--- src/rtl/reg_skid_buffer.sv ---
// reg_skid_buffer: two-entry valid/ready pipeline stage with registered outputs.
// A main slot drives Q and a skid slot absorbs the one word that can arrive on
// the edge where the consumer stalls. D_READY is a flop, so no combinational path
// runs from Q_READY to D_READY. Words stay in order, and none are lost or duplicated.
//
// Ports:
//   C          in   clock, rising edge
//   R          in   synchronous active-high reset
//   D          in   upstream data [DATA_WIDTH]
//   D_VALID    in   upstream word present
//   D_READY    out  buffer can accept (registered)
//   Q          out  downstream data [DATA_WIDTH]
//   Q_VALID    out  Q holds a valid word (registered)
//   Q_READY    in   downstream accepts Q
//   XFER_CNT   out  output transfers, wraps [CNT_WIDTH]
//   STALL_CNT  out  cycles with Q_VALID & ~Q_READY, saturates [CNT_WIDTH]
module reg_skid_buffer #(
  parameter int unsigned                DATA_WIDTH = 4,
  parameter logic [DATA_WIDTH-1:0]      INIT_VAL   = '0,
  parameter int unsigned                CNT_WIDTH  = 8
) (
  input  logic                  C,
  input  logic                  R,
  input  logic [DATA_WIDTH-1:0] D,
  input  logic                  D_VALID,
  output logic                  D_READY,
  output logic [DATA_WIDTH-1:0] Q,
  output logic                  Q_VALID,
  input  logic                  Q_READY,
  output logic [CNT_WIDTH-1:0]  XFER_CNT,
  output logic [CNT_WIDTH-1:0]  STALL_CNT
);

  typedef enum logic [1:0] {StEmpty, StOne, StTwo} state_t;

  localparam logic [CNT_WIDTH-1:0] CntOne = 1;

  state_t                r_state;
  state_t                w_state_d;
  logic [DATA_WIDTH-1:0] r_main;
  logic [DATA_WIDTH-1:0] w_main_d;
  logic [DATA_WIDTH-1:0] r_skid;
  logic [DATA_WIDTH-1:0] w_skid_d;
  logic                  r_ready;
  logic                  r_q_valid;
  logic [CNT_WIDTH-1:0]  r_xfer;
  logic [CNT_WIDTH-1:0]  r_stall;

  logic w_in;
  logic w_out;

  assign w_in  = D_VALID & r_ready;
  assign w_out = r_q_valid & Q_READY;

  always_comb begin
    w_state_d = r_state;
    w_main_d  = r_main;
    w_skid_d  = r_skid;
    case (r_state)
      StEmpty: begin
        if (w_in) begin
          w_state_d = StOne;
          w_main_d  = D;
        end
      end
      StOne: begin
        if (w_in && w_out) begin
          w_main_d = D;
        end else if (w_in) begin
          // Consumer stalled: park the new word, keep Q stable.
          w_state_d = StTwo;
          w_skid_d  = D;
        end else if (w_out) begin
          w_state_d = StEmpty;
        end
      end
      StTwo: begin
        if (w_out) begin
          w_state_d = StOne;
          w_main_d  = r_skid;
        end
      end
      default: begin
        w_state_d = StEmpty;
      end
    endcase
  end

  always_ff @(posedge C) begin
    if (R) begin
      r_state   <= StEmpty;
      r_main    <= INIT_VAL;
      r_skid    <= INIT_VAL;
      r_ready   <= 1'b0;
      r_q_valid <= 1'b0;
      r_xfer    <= '0;
      r_stall   <= '0;
    end else begin
      r_state   <= w_state_d;
      r_main    <= w_main_d;
      r_skid    <= w_skid_d;
      // Ready and valid are registered copies of the next-state decode.
      r_ready   <= (w_state_d != StTwo);
      r_q_valid <= (w_state_d != StEmpty);
      if (w_out) begin
        r_xfer <= r_xfer + CntOne;
      end
      if (r_q_valid && !Q_READY && (r_stall != '1)) begin
        r_stall <= r_stall + CntOne;
      end
    end
  end

  assign D_READY   = r_ready;
  assign Q         = r_main;
  assign Q_VALID   = r_q_valid;
  assign XFER_CNT  = r_xfer;
  assign STALL_CNT = r_stall;

endmodule

--- config.mk ---
export PLATFORM = sky130hd
export DESIGN_NAME = reg_skid_buffer
export DESIGN_NICKNAME = d
export VERILOG_FILES = /design/src/rtl/reg_skid_buffer.sv
export SDC_FILE = /design/constraint.sdc
export NUM_CORES = 1
export LEC_CHECK = 0
export CORE_ASPECT_RATIO = 1.4
export CORE_MARGIN = 3
export CORE_UTILIZATION = 43
export CTS_BUF_LIST = sky130_fd_sc_hd__clkbuf_8 sky130_fd_sc_hd__clkbuf_16
export CTS_CLUSTER_DIAMETER = 100
export DETAILED_ROUTE_END_ITERATION = 7
export GPL_ROUTABILITY_DRIVEN = 0
export GPL_TIMING_DRIVEN = 0
export PLACE_DENSITY_LB_ADDON = 0.2
export SLEW_MARGIN = 20
export SYNTH_ARGS = -nofsm -noshare
export SYNTH_HDL_FRONTEND = slang
export SYNTH_SLANG_ARGS = --single-unit
export TNS_END_PERCENT = 100
--- constraint.sdc ---
create_clock -name C -period 1.4 [get_ports C]
set_clock_uncertainty 0.2 [all_clocks]
set_input_delay 0.21 -clock C [delete_from_list [all_inputs] [get_ports C]]
set_output_delay 0.21 -clock C [all_outputs]
set_load 0.03 [all_outputs]
-- Yosys cells after proc, flatten, opt, wreduce, memory -nomap -nowiden
Cells that the tools add are included.
- flip-flop bits (word level): 28
- input port bits: 8
- output and inout port bits: 22
- word-level logic and storage cells: 38
- add/subtract/negate cells: 2
- eq/ne operators: 7
- muxes and demuxes: 10
- bitwise operators: 3
- reduce and logical (&&, ||, !) cells: 9
- operators with widths (kind ; number):
    $add 8x1->8 const B ; 2
    $mux 4 ; 3
    $pmux 4 s3 ; 1
    $mux 2 ; 5
    $ne 2x2->1 const B ; 4
    $ne 8x8->1 const B ; 1
    $pmux 2 s3 ; 1
    $reduce_and 4->1 ; 1
    $logic_and 1x1->1 ; 3
    $reduce_and 3->1 ; 1
    $reduce_bool 3->1 ; 1
    $and 1x1->1 ; 2
    $eq 2x1->1 const B ; 1
    $eq 2x2->1 const B ; 1
    $logic_not 2->1 ; 1
    $reduce_bool 2->1 ; 1
    $logic_not 1->1 ; 1
    $not 1->1 ; 1

-- Depth between registers and ports, before layout
- depth in word-level cells: 6
- depth in mapped cells: 5
- depth with buffers taken out: 5

-- Least setup slack after synthesis
Ideal clock, no wire load.
- path type: reg-to-reg
- start: register r_stall[0] (netlist: STALL_CNT[0])
- end: register r_stall[1] (netlist: STALL_CNT[1])
- library setup time: 0.128 ns
- data arrival time: 1.477 ns
- slack: -0.405 ns
- stages on the path, launching flop included: 6
- cells stage by stage: dfxtp_1 > ha_1 > nand3_1 > o21ai_0 > mux2i_1 > nor2_1
- longest elaborated chain between the ends: 2
- RTL lines (element ; line ; source):
    from (decl) ; 47 ; logic [CNT_WIDTH-1:0] r_stall;
    from (signal assigned) ; 109 ; r_stall <= r_stall + CntOne;
    branches (longest 2 deep; another with $add 8x1->8) ; - ;
Several ways; the timed one is not identified.
A chain may end at the register's enable or synchronous reset.

-- Worst setup path in the final report
- start: register r_q_valid (netlist: Q_VALID)
- end: register r_stall[5] (netlist: STALL_CNT[5])
- longest elaborated chain between the ends: 2
- RTL lines (element ; line ; source):
    from (decl) ; 45 ; logic r_q_valid;
    from (signal assigned) ; 104 ; r_q_valid <= (w_state_d != StEmpty);
    $logic_and 1x1->1 (2 in a row) ; 108 ; if (r_q_valid && !Q_READY && (r_stall != '1)) begin
Every way passes these cells.

==> impl_metrics.csv <==
group,metric,value,unit
run_status,outcome,"finished, violations left",
run_status,violations,"setup timing",
power_and_ir_drop,p_leak,0.732,nW
routing,wl,2.93,mm
routing,via_count,1101,
power_and_ir_drop,power.share.clock,30.9,%
worst_hold_path,hp-class,"in2reg",
yosys,synthCells,128,
global_routing,grt_max_degree,16,
power_and_ir_drop,comb_power_share,16.1,%
timing,setup_viol_count_final,16,
cts,clock-sinks,28,
timing,finalHoldViolCount,0,
critical_path,cp_max_fo,6,
yosys,syn_area,1230,um^2
routing,drcViolationCount,0,
cts,clkTransAtPathRegs,0.09,ns
yosys,syn_avg_cell_area,9.59,um^2
place,place_ws,-0.595,ns
cts,clock_path_buffers,2,
floorplanning,row_count,22,
critical_path,critPathKind,"reg2reg",
cts,cts-root-buf,"clkbuf_8",
timing,tightest_slew,0.347,ns
critical_path,start_kind,"register",
yosys,netlist.area_leader.share,45.7,%
yosys,synth_fp_nets,138,
routing,ant_nets,0,
routing,firstDrtPassIters,4,
cts,cts_tree,"built",
yosys,synth_seq_cells,28,
cts,cts_hold_buf,0,
routing,drtIter0Drc,16,
critical_path,critical_path.cell_chain,"and2b_2 -> o211ai_1 -> or3_1 -> a21oi_1",
critical_path,max_stage_delay,0.40,ns
critical_path,worst-path-buf-inv,0,
cts,cts_buffers,3,
floorplanning,die_height,69.2,um
global_routing,antenna_found_initial,0,
finish,post-route-cell-area,1810,um^2
timing,relSlewSlack,76.7,%
place,hpwl,1.92,mm
power_and_ir_drop,p_switching,0.411,mW
yosys,ys_warn_count,0,
yosys,yosys.cell_types.count,30,
floorplanning,pin_count,30,
routing,drt-vias-per-instance,5.24,
finish,drive_above_1_share,44.3,%
critical_path,crit_family,"simple AND/OR/NAND/NOR gates",
timing,fin_crit,1.52,ns
global_routing,grt_pass1_vias,1079,
global_routing,overflow,0,
critical_path,required,1.41,ns
timing,fmax,0.658,GHz
critical_path,ff2ff_setup_slack,-0.12,ns
routing,drt-wirelength-per-cell,14.0,um
global_routing,grt_pass1_wl,4.75,mm
power_and_ir_drop,seqPwrFrac,53.0,%
floorplanning,start_util,46.0,%
finish,synthToLayoutAreaGrowth,47.5,%
floorplanning,coreArea,2670,um^2
timing,worst_slack,-0.120,ns
cts,cts_max_level,1,
critical_path,crit_arrival,1.53,ns
critical_path,worst_path_max_delay_cell,"dfxtp_4",
place,dpl_cell_area,1610,um^2
yosys,synth.area.top_cells,"dfxtp_1, mux2i_1, xor2_1",
power_and_ir_drop,ir_drop,0.000832,V
timing,drv_slew,0,
place,port_buffers,29,
power_and_ir_drop,switching_share,25.6,%
finish,mostFrequentLayoutCell,"nor2_1",
timing,rsz0062_at_grt,"true",
yosys,ys_seq_area_share,45.7,%
run,drv_cap,0,
finish,diodes,0,
finish,final_cell_mix,"nor2_1, dfxtp_1, buf_4, clkdlybuf4s15_2",
timing,period_share,109,%
finish,num-nets-final,185,
floorplanning,chipWidth,51.2,um
critical_path,cp-end-kind,"register",
power_and_ir_drop,p_int,1.19,mW
global_routing,grt_util_all_layers,17.6,%
power_and_ir_drop,powerDensity,885,nW/um^2
floorplanning,die-area,3540,um^2
cts,clock_latency,0.27,ns
yosys,yosys.area.top_type,"dfxtp_1",
sequential cells by signal (all words and copies together) (netlist names):
register	cells
D_READY	1
Q	4
Q_VALID	1
STALL_CNT	8
XFER_CNT	8
r_skid	4
r_state	2
final cells by class:
| type | count | area [um^2] |
|---|---|---|
| plain buffers | 3 | 15.0 |
| repair buffers | 43 | 373 |
| multi-input cells | 95 | 718 |
| inverters | 1 | 3.75 |
| fillers | 235 | 860 |
| well taps | 36 | 45.0 |
| flip-flops and latches | 28 | 601 |
| clock buffers | 4 | 55.1 |
power groups by stage:
stage | Combinational (mW) | Clock [mW] | Sequential, mW
after floorplan | 0.0959 | 0 | 0.905
after global placement | 0.217 | 0 | 0.867
after detailed placement | 0.221 | 0 | 0.869
after CTS | 0.250 | 0.514 | 0.848
after global routing | 0.276 | 0.536 | 0.854
final | 0.258 | 0.496 | 0.849
cells by family (layout without fill, tap and decap cells):
kind of cell    after synthesis  in the layout  share of synthesized area [%]
compound gates               22             22                           13.5
xor+xnor                     10             10                           7.14
fa+ha+maj                     2              2                           2.04
buf+inv                       5             51                           2.14
flops                        28             28                           45.7
mux                          10             10                           8.16
simple gates                 51             51                           21.4
Yosys cell counts:
library cell / count
ha_1: 2
o41ai_1: 1
and4_1: 1
nor2b_1: 1
and2b_2: 1
nand3_1: 4
nand2b_2: 1
nor3_4: 1
or3_1: 2
a211oi_1: 4
buf_6: 1
mux2i_1: 10
nand4_1: 5
xor2_1: 10
nand2b_1: 1
inv_1: 1
and3_1: 4
a21bo_2: 1
nand2_1: 7
dfxtp_1: 28
o211ai_1: 3
nor3_1: 1
nor2_1: 21
a21boi_0: 1
a21o_2: 1
and3b_1: 1
a21oi_1: 6
o32ai_4: 1
o21ai_0: 4
clkbuf_1: 3
metal layers:
metal  global-route usage [%]  vias to the layer above  part of all wire, %  wire length, um
li1                         -                      549                    -                -
met1                     19.4                      525                   40             1160
met2                     31.3                       22                   55             1610
met3                     2.80                        5                  3.7              108
met4                     9.28                        0                  1.9               56
met5                        0                        -                    0                0
tightest hold or removal path, delay by kind of cell:
kind	cells	cell delay, ns
buf+inv	1	0.17
simple gates	1	0.12
compound gates	1	0.05
per-stage QoR:
step / TNS (ns) / util, % / total power [mW] / std cells / hold slack, ns
after floorplan: -0.308 / - / 1.00 / 128 / 0.157
after global placement: -14.83 / 60.4 / 1.08 / 193 / 0.267
after detailed placement: -15.53 / 60.4 / 1.09 / 193 / 0.268
after CTS: -0.922 / 67.2 / 1.61 / 207 / 0.293
after global routing: -1.77 / 67.8 / 1.67 / 210 / 0.130
final: -0.717 / 67.8 / 1.60 / 210 / 0.115
worst paths after layout:
| check | from | to | cells past startpoint |
|---|---|---|---|
| hold / removal | Q_READY | XFER_CNT[1] | 3 |
| setup reg to reg | Q_VALID | STALL_CNT[5] | 4 |
| setup / recovery | Q_VALID | STALL_CNT[5] | 4 |
| hold reg to reg | XFER_CNT[3] | XFER_CNT[3] | 2 |
repair_timing:
action | CTS | global route
resized for setup | 88 | 25
buffers inserted | 11 | 3
pin swaps | 8 | 18
hold endpoints to repair | 0 | 0
endpoints found under the setup margin | 50 | 29
Note: power is estimated with default switching activity, not from simulation.
